## config.mk

```make
export PLATFORM = sky130hd
export DESIGN_NAME = ghost_collide
export DESIGN_NICKNAME = d
export VERILOG_FILES = /design/src/rtl/pacman_pkg.sv /design/src/rtl/box_overlap.sv /design/src/rtl/ghost_collide.sv
export SDC_FILE = /design/constraint.sdc
export NUM_CORES = 1
export LEC_CHECK = 0
export CORE_MARGIN = 4
export CORE_UTILIZATION = 33
export DETAILED_ROUTE_END_ITERATION = 10
export HOLD_SLACK_MARGIN = 0.08
export SKIP_CTS_REPAIR_TIMING = 1
export SYNTH_ARGS = -nofsm -noshare
export SYNTH_HDL_FRONTEND = slang
export SYNTH_SLANG_ARGS = --single-unit
```

## constraint.sdc

```tcl
create_clock -name frame_clk -period 6.24 [get_ports frame_clk]
set_clock_uncertainty 0.15 [all_clocks]
set_input_delay 1.56 -clock frame_clk [delete_from_list [all_inputs] [get_ports frame_clk]]
set_output_delay 1.56 -clock frame_clk [all_outputs]
set_load 0.005 [all_outputs]
```

## src/rtl/pacman_pkg.sv

```systemverilog
// Shared types and defaults for the ghost/PacMan collision slice.
// GHOST_COLLIDE_GRACE_EN adds the post-catch GRACE state to collide_state_t.
package pacman_pkg;

  localparam int unsigned COORD_W = 10;
  localparam int unsigned CNT_W   = 10;
  localparam int unsigned LIVES_W = 2;

  localparam int unsigned LIVES_DEFAULT = 3;
  localparam int unsigned HOLD_DEFAULT  = 60;
  localparam int unsigned GRACE_DEFAULT = 30;

  typedef logic [COORD_W-1:0] coord_t;

  typedef enum logic [1:0] {
    PLAY   = 2'd0,
    CAUGHT = 2'd1,
`ifdef GHOST_COLLIDE_GRACE_EN
    GRACE  = 2'd2,
`endif
    OVER   = 2'd3
  } collide_state_t;

  // Absolute difference widened by one bit so it never wraps.
  function automatic logic [COORD_W:0] abs_diff(input coord_t a, input coord_t b);
    logic [COORD_W:0] wa;
    logic [COORD_W:0] wb;
    wa = {1'b0, a};
    wb = {1'b0, b};
    return (wa >= wb) ? (wa - wb) : (wb - wa);
  endfunction

endpackage

```

## src/rtl/box_overlap.sv

```systemverilog
// Combinational axis-aligned box overlap between two centre/half-size boxes.
// Touching edges (distance equal to combined half-sizes) is not an overlap.
module box_overlap
  import pacman_pkg::*;
(
  input  coord_t a_x,
  input  coord_t a_y,
  input  coord_t a_s,
  input  coord_t b_x,
  input  coord_t b_y,
  input  coord_t b_s,
  output logic   overlap_c
);

  logic [COORD_W:0] dx;
  logic [COORD_W:0] dy;
  logic [COORD_W:0] reach;

  always_comb begin
    dx        = abs_diff(a_x, b_x);
    dy        = abs_diff(a_y, b_y);
    reach     = {1'b0, a_s} + {1'b0, b_s};
    overlap_c = (dx < reach) && (dy < reach);
  end

endmodule

```

## src/rtl/ghost_collide.sv

```systemverilog
// Ghost/PacMan catch tracker: lives, freeze window and game-over flag.
// Define GHOST_COLLIDE_GRACE_EN to add a post-freeze grace window.
module ghost_collide
  import pacman_pkg::*;
#(
  parameter int unsigned LIVES_INIT   = LIVES_DEFAULT,
  parameter int unsigned HOLD_FRAMES  = HOLD_DEFAULT,
  parameter int unsigned GRACE_FRAMES = GRACE_DEFAULT
) (
  input  logic               frame_clk,
  input  logic               Reset,
  input  coord_t             ghostX,
  input  coord_t             ghostY,
  input  coord_t             ghostS,
  input  coord_t             pacX,
  input  coord_t             pacY,
  input  coord_t             pacS,
  output logic               caught,
  output logic               freeze,
  output logic [LIVES_W-1:0] lives,
  output logic               game_over
);

  // Elaboration-time parameter range guards.
  if (LIVES_INIT < 1 || LIVES_INIT > 3) begin : g_bad_lives
    $error("ghost_collide: LIVES_INIT out of range 1..3");
  end
  if (HOLD_FRAMES < 1 || HOLD_FRAMES > 1023) begin : g_bad_hold
    $error("ghost_collide: HOLD_FRAMES out of range 1..1023");
  end
  if (GRACE_FRAMES < 1 || GRACE_FRAMES > 1023) begin : g_bad_grace
    $error("ghost_collide: GRACE_FRAMES out of range 1..1023");
  end

  localparam logic [LIVES_W-1:0] LIVES_LOAD = LIVES_W'(LIVES_INIT);
  localparam logic [CNT_W-1:0]   HOLD_LOAD  = CNT_W'(HOLD_FRAMES - 1);
`ifdef GHOST_COLLIDE_GRACE_EN
  localparam logic [CNT_W-1:0]   GRACE_LOAD = CNT_W'(GRACE_FRAMES - 1);
`endif

  collide_state_t     state_q;
  collide_state_t     state_d;
  logic [CNT_W-1:0]   cnt_q;
  logic [CNT_W-1:0]   cnt_d;
  logic [LIVES_W-1:0] lives_d;
  logic               caught_d;
  logic               freeze_d;
  logic               game_over_d;
  logic               overlap_c;

  box_overlap u_box_overlap (
    .a_x       (ghostX),
    .a_y       (ghostY),
    .a_s       (ghostS),
    .b_x       (pacX),
    .b_y       (pacY),
    .b_s       (pacS),
    .overlap_c (overlap_c)
  );

  // State, counter and registered outputs.
  always_ff @(posedge frame_clk or posedge Reset) begin
    if (Reset) begin
      state_q   <= PLAY;
      cnt_q     <= '0;
      lives     <= LIVES_LOAD;
      caught    <= 1'b0;
      freeze    <= 1'b0;
      game_over <= 1'b0;
    end else begin
      state_q   <= state_d;
      cnt_q     <= cnt_d;
      lives     <= lives_d;
      caught    <= caught_d;
      freeze    <= freeze_d;
      game_over <= game_over_d;
    end
  end

  // Next state; overlap only matters in PLAY.
  always_comb begin
    state_d  = state_q;
    cnt_d    = cnt_q;
    lives_d  = lives;
    caught_d = 1'b0;

    case (state_q)
      PLAY: begin
        if (overlap_c) begin
          caught_d = 1'b1;
          if (lives <= LIVES_W'(1)) begin
            lives_d = '0;
            cnt_d   = '0;
            state_d = OVER;
          end else begin
            lives_d = lives - LIVES_W'(1);
            cnt_d   = HOLD_LOAD;
            state_d = CAUGHT;
          end
        end
      end
      CAUGHT: begin
        if (cnt_q == '0) begin
`ifdef GHOST_COLLIDE_GRACE_EN
          cnt_d   = GRACE_LOAD;
          state_d = GRACE;
`else
          state_d = PLAY;
`endif
        end else begin
          cnt_d = cnt_q - CNT_W'(1);
        end
      end
`ifdef GHOST_COLLIDE_GRACE_EN
      GRACE: begin
        if (cnt_q == '0) begin
          state_d = PLAY;
        end else begin
          cnt_d = cnt_q - CNT_W'(1);
        end
      end
`endif
      OVER: begin
        state_d = OVER;
      end
      default: begin
        state_d = PLAY;
        cnt_d   = '0;
      end
    endcase

    freeze_d    = (state_d == CAUGHT) || (state_d == OVER);
    game_over_d = (state_d == OVER);
  end

endmodule

```

==> impl_metrics.toml, run 1 <==
[die]
pin_count = 67
core_sq_um = 10500
die_y_um = 112
rows = 37
die_area_sq_um = 12600
start_util = 0.343
fp.dieW_um = 112

[synthesis]
synth.most_common_cell = "ha_1"
synth-xor-area-share = 0.0513
yosys.area.top_type_share = 0.248
netlist_top_cells_count = "ha_1 (71), inv_1 (59), a21oi_1 (39)"
yosys-top-cells-area = "ha_1 (25%), dfrtp_1 (9.8%), inv_1 (6.2%), a21oi_1 (5.4%), o21ai_0 (5.2%)"
synth_cell_type_count = 67
syn-num-nets = 605
yosys.area_share.simple = 0.174
synth-compound-area-share = 0.255
synthCells = 467
synth_edf_count = 0
syn_avg_cell_area_sq_um = 7.67
synth_top_family_by_area = "adder cells"
synth_area_sq_um = 3580
muxShareOfSynthArea = 0.0513
synth_largest_area_cell = "ha_1"
synth_seq_cells = 16
synth_ff_type = "dfrtp_1"
synth_fa_ha_area_frac = 0.276
yosysSeqAreaShare = 0.112
yosysWarnings = 0
async_reset_ff_frac = 1.00

[critical_path]
path_cells = "clkdlybuf4s50_1 -> inv_1 -> ha_1 -> nor2b_4 -> o211ai_2 -> a21boi_1 -> o41a_1 -> a41oi_4 -> mux2_4 -> xnor2_1 -> ha_1 -> a2111oi_0 -> o21ai_1 -> a31oi_4 -> a21oi_1 -> o21ai_0 -> o21ai_0"
r2r_start = "cnt_q[2]$_DFFE_PP0P_"
ff2ff_setup_slack_ns = 3.63
r2r_cells = 7
crit_slowest_cell = "clkdlybuf4s50_1"
worstReg2RegEnd = "cnt_q[4]$_DFFE_PP0P_"
cp.arrival_ns = 5.75
worstSetupEndpointType = "flip-flop"
crit_start = "ghostX[1]"
crit_required_ns = 6.21
path_max_fanout = 9
path_delay_family = "compound AO/OA/AOI/OAI gates"
path_buf_inv = 2
max_stage_delay_ns = 0.53
cp-start-kind = "input pin"
path_class = "input pin to flip-flop"

[worst_hold_path]
min_from = "lives[1]$_DFFE_PP1P_"
holdPathStages = 1
hold_class = "flip-flop to flip-flop"
worstHoldEndpoint = "lives[1]$_DFFE_PP1P_"

[placed_design]
hpwl_um = 7270
gp_congestion = 0.859
portBuffers = 66

[timing]
finalSetupViolCount = 0
period_needed_ns = 5.78
maxSlewHeadroom = 0.585
max_freq_mhz = 173
fin_crit_sh = 0.927
tightest_slew_ns = 0.621
hold_viol = 0
report.final.slew_viol_count = 0
fin_setup_tns_ns = 0
grt_setup_unrepaired = "no"

[global_routing]
antenna_found_initial = 0
overflow = 0
grtUsageTotal = 0.134
grt_pass1_vias = 3387
grt_max_degree = 17
grt_pass1_wl_um = 15000

[final_layout]
nFillCells = 1087
finalNetCount = 666
area_growth_pct = 23.6
num_antenna_cells = 0
final_layout_size_suffix_gt1_frac = 0.0512
final_core_util = 0.423

[drt]
avgRoutedWirePerCell_um = 12.7
drt-initial-drc-count = 172
num_vias = 3376
via_per_inst = 5.09
route.detailed.drc = 0
ant_nets = 0
first_pass_iters = 4
wl_um = 8440

[clocking]
clock_sinks = 16
clk_pin_slew_worst_paths_ns = 0.07
root_buffer = "clkbuf_8"
clock_latency_ns = 0.26
clockBufferDepth = 2
htree_levels = 1
cts_buffers = 3
cts_tree = "done"

[run]
drv_cap = 0

[power_and_ir_drop]
vdd_drop_max_uv = 77.8
powerDensity_nw_per_um2 = 142
p_leak_nw = 2.10

[run_status]
status = "finished clean"
cell type report:
type | instances | area, sq um | area share
multi-input combinational | 378 | 2890 | 0.653
inverter | 60 | 226 | 0.0511
clock buffer | 4 | 55.1 | 0.0124
timing repair buffer | 69 | 683 | 0.154
tap | 136 | 170 | 0.0384
sequential | 16 | 403 | 0.0910
metal layers:
| metal | vias up | part of all wire | GRT usage |
|---|---|---|---|
| li1 | 1762 | - | - |
| met1 | 1539 | 0.49 | 0.187 |
| met2 | 72 | 0.47 | 0.236 |
| met3 | 3 | 0.035 | 0.00970 |
| met4 | 0 | 0.0043 | 0.0144 |
| met5 | - | 0 | 0 |
placed cells by master (no fill, tap or decap), types with 3 or more instances in the layout:
master / count
o31ai_1: 5
mux2i_1: 12
mux2_2: 3
dfrtp_1: 14
nor2b_1: 11
buf_4: 3
a21oi_1: 39
nor2_1: 34
clkbuf_8: 4
nor3_1: 13
clkdlybuf4s50_1: 66
xor2_1: 12
nand2b_1: 8
ha_1: 71
fa_1: 5
a31oi_1: 11
a41oi_1: 3
xnor2_1: 9
nand2_1: 27
nand3_1: 13
inv_1: 59
o21a_1: 5
o21ai_0: 36
nand4_1: 3
a21o_1: 13
cell families (layout without fill, tap and decap cells):
logic type / count (synthesis) / in the layout
AND/OR/NAND/NOR: 125 / 125
adder cells (fa/ha/maj): 76 / 76
buffers and inverters: 73 / 133
flip-flops: 16 / 16
multiplexers: 17 / 17
XOR/XNOR: 21 / 21
AO/OA/AOI/OAI: 139 / 139
state kept, by name (all words and copies together) (netlist names):
name	count
cnt_q	10
lives	2
state_q	2
caught	1
game_over	1
how the worst max path moves through the flow:
stage / to / slack [ns] / depth (start not counted)
floorplan: lives[0]$_DFFE_PP1P_ / 0.82 / 17
global placement: lives[0]$_DFFE_PP1P_ / 0.27 / 18
detailed placement: lives[0]$_DFFE_PP1P_ / 0.12 / 19
CTS: lives[0]$_DFFE_PP1P_ / 0.38 / 18
global route: cnt_q[9]$_DFFE_PP0P_ / 0.01 / 18
finish: cnt_q[4]$_DFFE_PP0P_ / 0.46 / 17
worst register-to-register path, cell delays in order (launching register included):
cell and delay, ns:
dfrtp_1 0.45, nor3_1 0.48, nand4b_1 0.35, nand2_2 0.27, nand2_1 0.08, a21oi_1 0.47, o21ai_0 0.20, o21ai_0 0.11
power by group:
group / internal (mW) / switching (mW) / total [mW]
logic: 0.190 / 0.208 / 0.398
registers: 0.120 / 0.0184 / 0.138
clock network: 0.0561 / 0.0379 / 0.0940
total: 0.367 / 0.264 / 0.631
stage by stage:
| stage | setup WS (ns) | power [mW] | hold WS [ns] | area (sq um) | std cells |
|---|---|---|---|---|---|
| after floorplan | 0.825 | 0.422 | 0.321 | 3580 | 467 |
| after global placement | 0.274 | 0.527 | 0.340 | 4370 | 659 |
| after detailed placement | 0.120 | 0.538 | 0.341 | 4370 | 659 |
| after CTS | 0.380 | 0.634 | 0.350 | 4430 | 663 |
| after global routing | 0.0113 | 0.699 | 0.367 | 4430 | 663 |
| final | 0.456 | 0.631 | 0.342 | 4430 | 663 |
(Power assumes the default switching activity.)
==> inputs of run 2 (changes only) <==
- CELL_PAD_IN_SITES_DETAIL_PLACEMENT: default -> 1
- CELL_PAD_IN_SITES_GLOBAL_PLACEMENT: default -> 1
- CORE_UTILIZATION: 33 -> 30
- PLACE_DENSITY_LB_ADDON: default -> 0.1
==> run 2 against run 1 <==
Effect of this change: non-clock buffer count up 8; worst setup slack better by 0.019 ns; first-iteration DRC count down 8.7%; global-route usage up 1.3 points; sequential cell count unchanged; die area up 9.3%; core utilization down 3.1 points; cell area up 2.4%; critical path depth up 2; final cell count up 2.3%; clock power up 48%; combinational power up 5%; critical path type unchanged; largest power group unchanged.
==> impl_metrics.toml, run 2 (synthesis gave the netlist of run 1 again) <==
[placed_design]
portBuffers = 66
gp_congestion = 0.912
hpwl_um = 8590
placed_area_sq_um = 4440

[final_layout]
top_regs = "cnt_q: 10 flops, lives: 2 flops, state_q: 2 flops"
largest_reg_flops = 10
nFillCells = 1406
regArea_sq_um = 403
mostFrequentLayoutCell = "ha_1"
finalNetCount = 674
final_layout_size_suffix_gt1_frac = 0.0673
layout_common_cells = "ha_1 (71), clkdlybuf4s50_1 (66), inv_1 (59)"
stdcell_area_sq_um = 4540
area_growth_pct = 26.6
max_flop_register = "cnt_q"
multiInputGateArea_sq_um = 2900
num_antenna_cells = 0

[power_and_ir_drop]
vdd_drop_max_uv = 81.3
p_leak_nw = 2.16
p_seq_frac = 0.200
power_frac_comb = 0.601
p_sw_mw = 0.279
finalPower_mw = 0.694
powerDensity_nw_per_um2 = 153
swShare = 0.403
cellInternalPower_mw = 0.415
p_clk_frac = 0.200

[die]
pin_count = 67
die_area_sq_um = 13800
rows = 39
fp.dieW_um = 117
core_sq_um = 11600
die_y_um = 117
start_util = 0.310

[critical_path]
path_buf_inv = 4
crit_slowest_cell = "clkdlybuf4s50_1"
worstSetupEndpointType = "flip-flop"
cpMostUsedCell = "o21ai_0"
crit_required_ns = 6.25
path_delay_family = "compound AO/OA/AOI/OAI gates"
cp.arrival_ns = 5.78
path_cells = "clkdlybuf4s50_1 -> inv_1 -> ha_1 -> nor2b_4 -> o211ai_2 -> a21boi_1 -> o41a_1 -> a41oi_4 -> buf_4 -> mux2i_1 -> xor2_1 -> ha_1 -> o21ai_0 -> o21ai_0 -> a31oi_4 -> buf_4 -> a21oi_2 -> o21ai_0 -> o21ai_0"
cp-start-kind = "input pin"
path_class = "input pin to flip-flop"
path_max_fanout = 9
max_stage_delay_ns = 0.53

[clocking]
clock_sinks = 16
root_buffer = "clkbuf_16"
clock_latency_ns = 0.25
clockBufferDepth = 2
cts_buffers = 3
cts_tree = "done"
clk_pin_slew_worst_paths_ns = 0.05
htree_levels = 1

[timing]
fin_crit_sh = 0.924
tightest_slew_ns = 0.613
hold_viol = 0
whs_ns = 0.344
grt_setup_unrepaired = "no"
maxSlewHeadroom = 0.591
report.final.slew_viol_count = 0
period_needed_ns = 5.77
max_freq_mhz = 173
finalSetupViolCount = 0

[drt]
num_vias = 3452
first_pass_iters = 4
route.detailed.drc = 0
ant_nets = 0
drt-initial-drc-count = 157
avgRoutedWirePerCell_um = 14.5
via_per_inst = 5.09
wl_um = 9830

[worst_hold_path]
hold_class = "flip-flop to flip-flop"

[global_routing]
grtUsageTotal = 0.147
grt_max_degree = 17
overflow = 0
grt_pass1_vias = 3705
grt_pass1_wl_um = 17200
antenna_found_initial = 0

[run]
drv_cap = 0

[run_status]
status = "finished clean"
[run 2: changes by cell type in the layout (fill, tap and decap cells not counted)]
cell,before,now
o21ai_0,36,37
buf_4,3,11
a21oi_2,1,2
clkbuf_8,4,1
clkbuf_16,0,3
a21oi_1,39,38
o21ai_1,1,0
[run 2: worst paths after layout]
check,to,cells past startpoint,start,slack [ns]
min,lives[1]$_DFFE_PP1P_,1,lives[1]$_DFFE_PP1P_,0.34
min reg2reg,lives[1]$_DFFE_PP1P_,1,lives[1]$_DFFE_PP1P_,0.34
max reg2reg,cnt_q[9]$_DFFE_PP0P_,7,cnt_q[2]$_DFFE_PP0P_,3.77
min in group asynchronous,cnt_q[8]$_DFFE_PP0P_,2,Reset,1.54
max in group asynchronous,cnt_q[0]$_DFFE_PP0P_,2,Reset,4.00
max,cnt_q[9]$_DFFE_PP0P_,19,ghostX[1],0.47
[run 2: cell type report]
cell class	count	area share
inverters	60	0.0499
flip-flops and latches	16	0.0888
multi-input cells	378	0.638
clock buffers	4	0.0196
well taps	143	0.0394
repair buffers	77	0.164
[run 2: routing by layer]
metal | share of wire | global-route usage
met2 | 0.49 | 0.263
met5 | 0 | 0
met4 | 0.0023 | 0.0115
met3 | 0.022 | 0.00668
met1 | 0.49 | 0.205
[run 2: stage by stage]
| stage | TNS [ns] | utilization | std cells | setup slack [ns] |
|---|---|---|---|---|
| 6_report | 0 | 0.392 | 678 | 0.474 |
| 5_1_grt | 0 | 0.392 | 678 | 0.0773 |
| 4_1_cts | 0 | 0.392 | 678 | 0.242 |
| 3_5_place_dp | -0.0191 | 0.384 | 674 | -0.0117 |
| 3_3_place_gp | 0 | 0.384 | 674 | 0.156 |
| 2_1_floorplan | 0 | - | 467 | 0.825 |
[run 2: power by group through the flow]
stage | Clock (mW) | Combinational (mW) | Sequential [mW]
2_1_floorplan | 0 | 0.288 | 0.135
3_5_place_dp | 0 | 0.419 | 0.140
3_3_place_gp | 0 | 0.404 | 0.139
5_1_grt | 0.144 | 0.478 | 0.142
4_1_cts | 0.138 | 0.422 | 0.139
6_report | 0.139 | 0.417 | 0.139
==> inputs of run 3 (changes only) <==
--- a/config.mk
+++ b/config.mk
@@ -14,2 +14,3 @@
 export PLACE_DENSITY_LB_ADDON = 0.1
+export REMOVE_ABC_BUFFERS = 1
 export SKIP_CTS_REPAIR_TIMING = 1
==> constraint.sdc (replaced) <==
create_clock -name frame_clk -period 6.2 [get_ports frame_clk]
set_clock_uncertainty 0.15 [all_clocks]
set_input_delay 0.93 -clock frame_clk [delete_from_list [all_inputs] [get_ports frame_clk]]
set_output_delay 0.93 -clock frame_clk [all_outputs]
set_load 0.005 [all_outputs]
==> run 3 against run 2 <==
Effect of this change: via count fell by 1.1%; register-to-register slack got worse by 0.23 ns; worst setup slack improved by 0.21 ns; non-clock buffer count fell by 11; critical endpoint is now lives[0]$_DFFE_PP1P_; largest cell class unchanged.
==> impl_metrics.toml, run 3 (synthesis gave the netlist of run 1 again) <==
[placed_design]
portBuffers = 66
gp_congestion = 0.867
dpl_worst_slack_ns = 0.402
hpwl_um = 8490

[drt]
wl_um = 9730
avgRoutedWirePerCell_um = 14.6
route.detailed.drc = 0
first_pass_iters = 6
drt-initial-drc-count = 143
via_per_inst = 5.12
ant_nets = 0
num_vias = 3414

[global_routing]
grtUsageTotal = 0.146
grt_max_degree = 17
antenna_found_initial = 0
overflow = 0
grt_pass1_wl_um = 16700
grt_pass1_vias = 3577

[clocking]
root_buffer = "clkbuf_16"
cts_buffers = 3
clockBufferDepth = 2
cts_tree = "done"
clock_latency_ns = 0.25
clock_sinks = 16
htree_levels = 1
clk_pin_slew_worst_paths_ns = 0.05

[final_layout]
layout_common_cells = "ha_1 (71), clkdlybuf4s50_1 (66), inv_1 (59)"
max_flop_register = "cnt_q"
mostFrequentLayoutCell = "ha_1"
largest_reg_flops = 10
nFillCells = 1420
area_growth_pct = 24.2
final_layout_size_suffix_gt1_frac = 0.0458
num_antenna_cells = 0
top_regs = "cnt_q: 10 flops, lives: 2 flops, state_q: 2 flops"
finalNetCount = 663

[timing]
hold_viol = 0
finalSetupViolCount = 0
period_needed_ns = 5.52
fin_crit_sh = 0.890
setup_ws_ns = 0.685
report.final.slew_viol_count = 0
fin_setup_tns_ns = 0
maxSlewHeadroom = 0.551
max_freq_mhz = 181
grt_setup_unrepaired = "no"
tightest_slew_ns = 0.673

[worst_hold_path]
holdPathStages = 1
hold_class = "flip-flop to flip-flop"

[critical_path]
r2r_cells = 7
crit_required_ns = 6.22
cp-start-kind = "input pin"
path_max_fanout = 9
cp.arrival_ns = 5.54
path_class = "input pin to flip-flop"
worstSetupEndpointType = "flip-flop"

[die]
rows = 39
die_y_um = 117
pin_count = 67
core_sq_um = 11600
start_util = 0.310
fp.dieW_um = 117
die_area_sq_um = 13800

[power_and_ir_drop]
vdd_drop_max_uv = 72.9
powerDensity_nw_per_um2 = 154
p_leak_nw = 2.11

[run_status]
status = "finished clean"

[run]
drv_cap = 0
-- run 3: layout make-up --
class | instances | area [sq um] | share of cell area
clock buffers | 4 | 88.8 | 0.0200
inverters | 60 | 226 | 0.0509
multi-input cells | 378 | 2890 | 0.650
flip-flops and latches | 16 | 403 | 0.0906
well taps | 143 | 179 | 0.0402
repair buffers | 66 | 661 | 0.148
-- run 3: metal layers --
layer / GRT usage / up-vias / wire [um]
met4: 0.0214 / 0 / 74
li1: - / 1761 / -
met1: 0.198 / 1600 / 4710
met2: 0.258 / 47 / 4700
met3: 0.00823 / 6 / 245
met5: 0 / - / 0
-- run 3: final timing paths --
path | startpoint | endpoint | slack [ns]
worst max-delay path | ghostX[1] | lives[0]$_DFFE_PP1P_ | 0.68
worst min-delay path | lives[1]$_DFFE_PP1P_ | lives[1]$_DFFE_PP1P_ | 0.34
worst max register to register | cnt_q[2]$_DFFE_PP0P_ | cnt_q[4]$_DFFE_PP0P_ | 3.54
worst min register to register | lives[1]$_DFFE_PP1P_ | lives[1]$_DFFE_PP1P_ | 0.34
max in group asynchronous | Reset | cnt_q[0]$_DFFE_PP0P_ | 4.59
min in group asynchronous | Reset | cnt_q[8]$_DFFE_PP0P_ | 0.91
-- run 3: critical path: stages --
cell and delay (ns):
clkdlybuf4s50_1 0.53, inv_1 0.10, ha_1 0.33, nor2b_4 0.14
o211ai_2 0.13, a21boi_1 0.11, o41a_1 0.42, a41oi_4 0.45
mux2_4 0.34, xnor2_1 0.13, ha_1 0.32, a2111oi_0 0.33
o21ai_0 0.24, a31oi_4 0.28, nand2_4 0.13, or2_4 0.26
clkinv_2 0.06, mux2_4 0.29
-- run 3: metrics by stage --
stage	instances	util	total power, mW	hold WS, ns	instance area (sq um)
2_1_floorplan	454	-	0.423	0.321	3520
3_3_place_gp	663	0.377	0.539	0.336	4360
3_5_place_dp	663	0.377	0.554	0.338	4360
4_1_cts	667	0.385	0.698	0.345	4450
5_1_grt	667	0.385	0.762	0.372	4450
6_report	667	0.385	0.686	0.343	4450
-- run 3: report_power, final --
group	leakage [nW]	switching (mW)	internal [mW]
combinational	1.89	0.216	0.191
clock	0.0442	0.0409	0.0980
sequential	0.169	0.0187	0.121
total	2.11	0.276	0.410
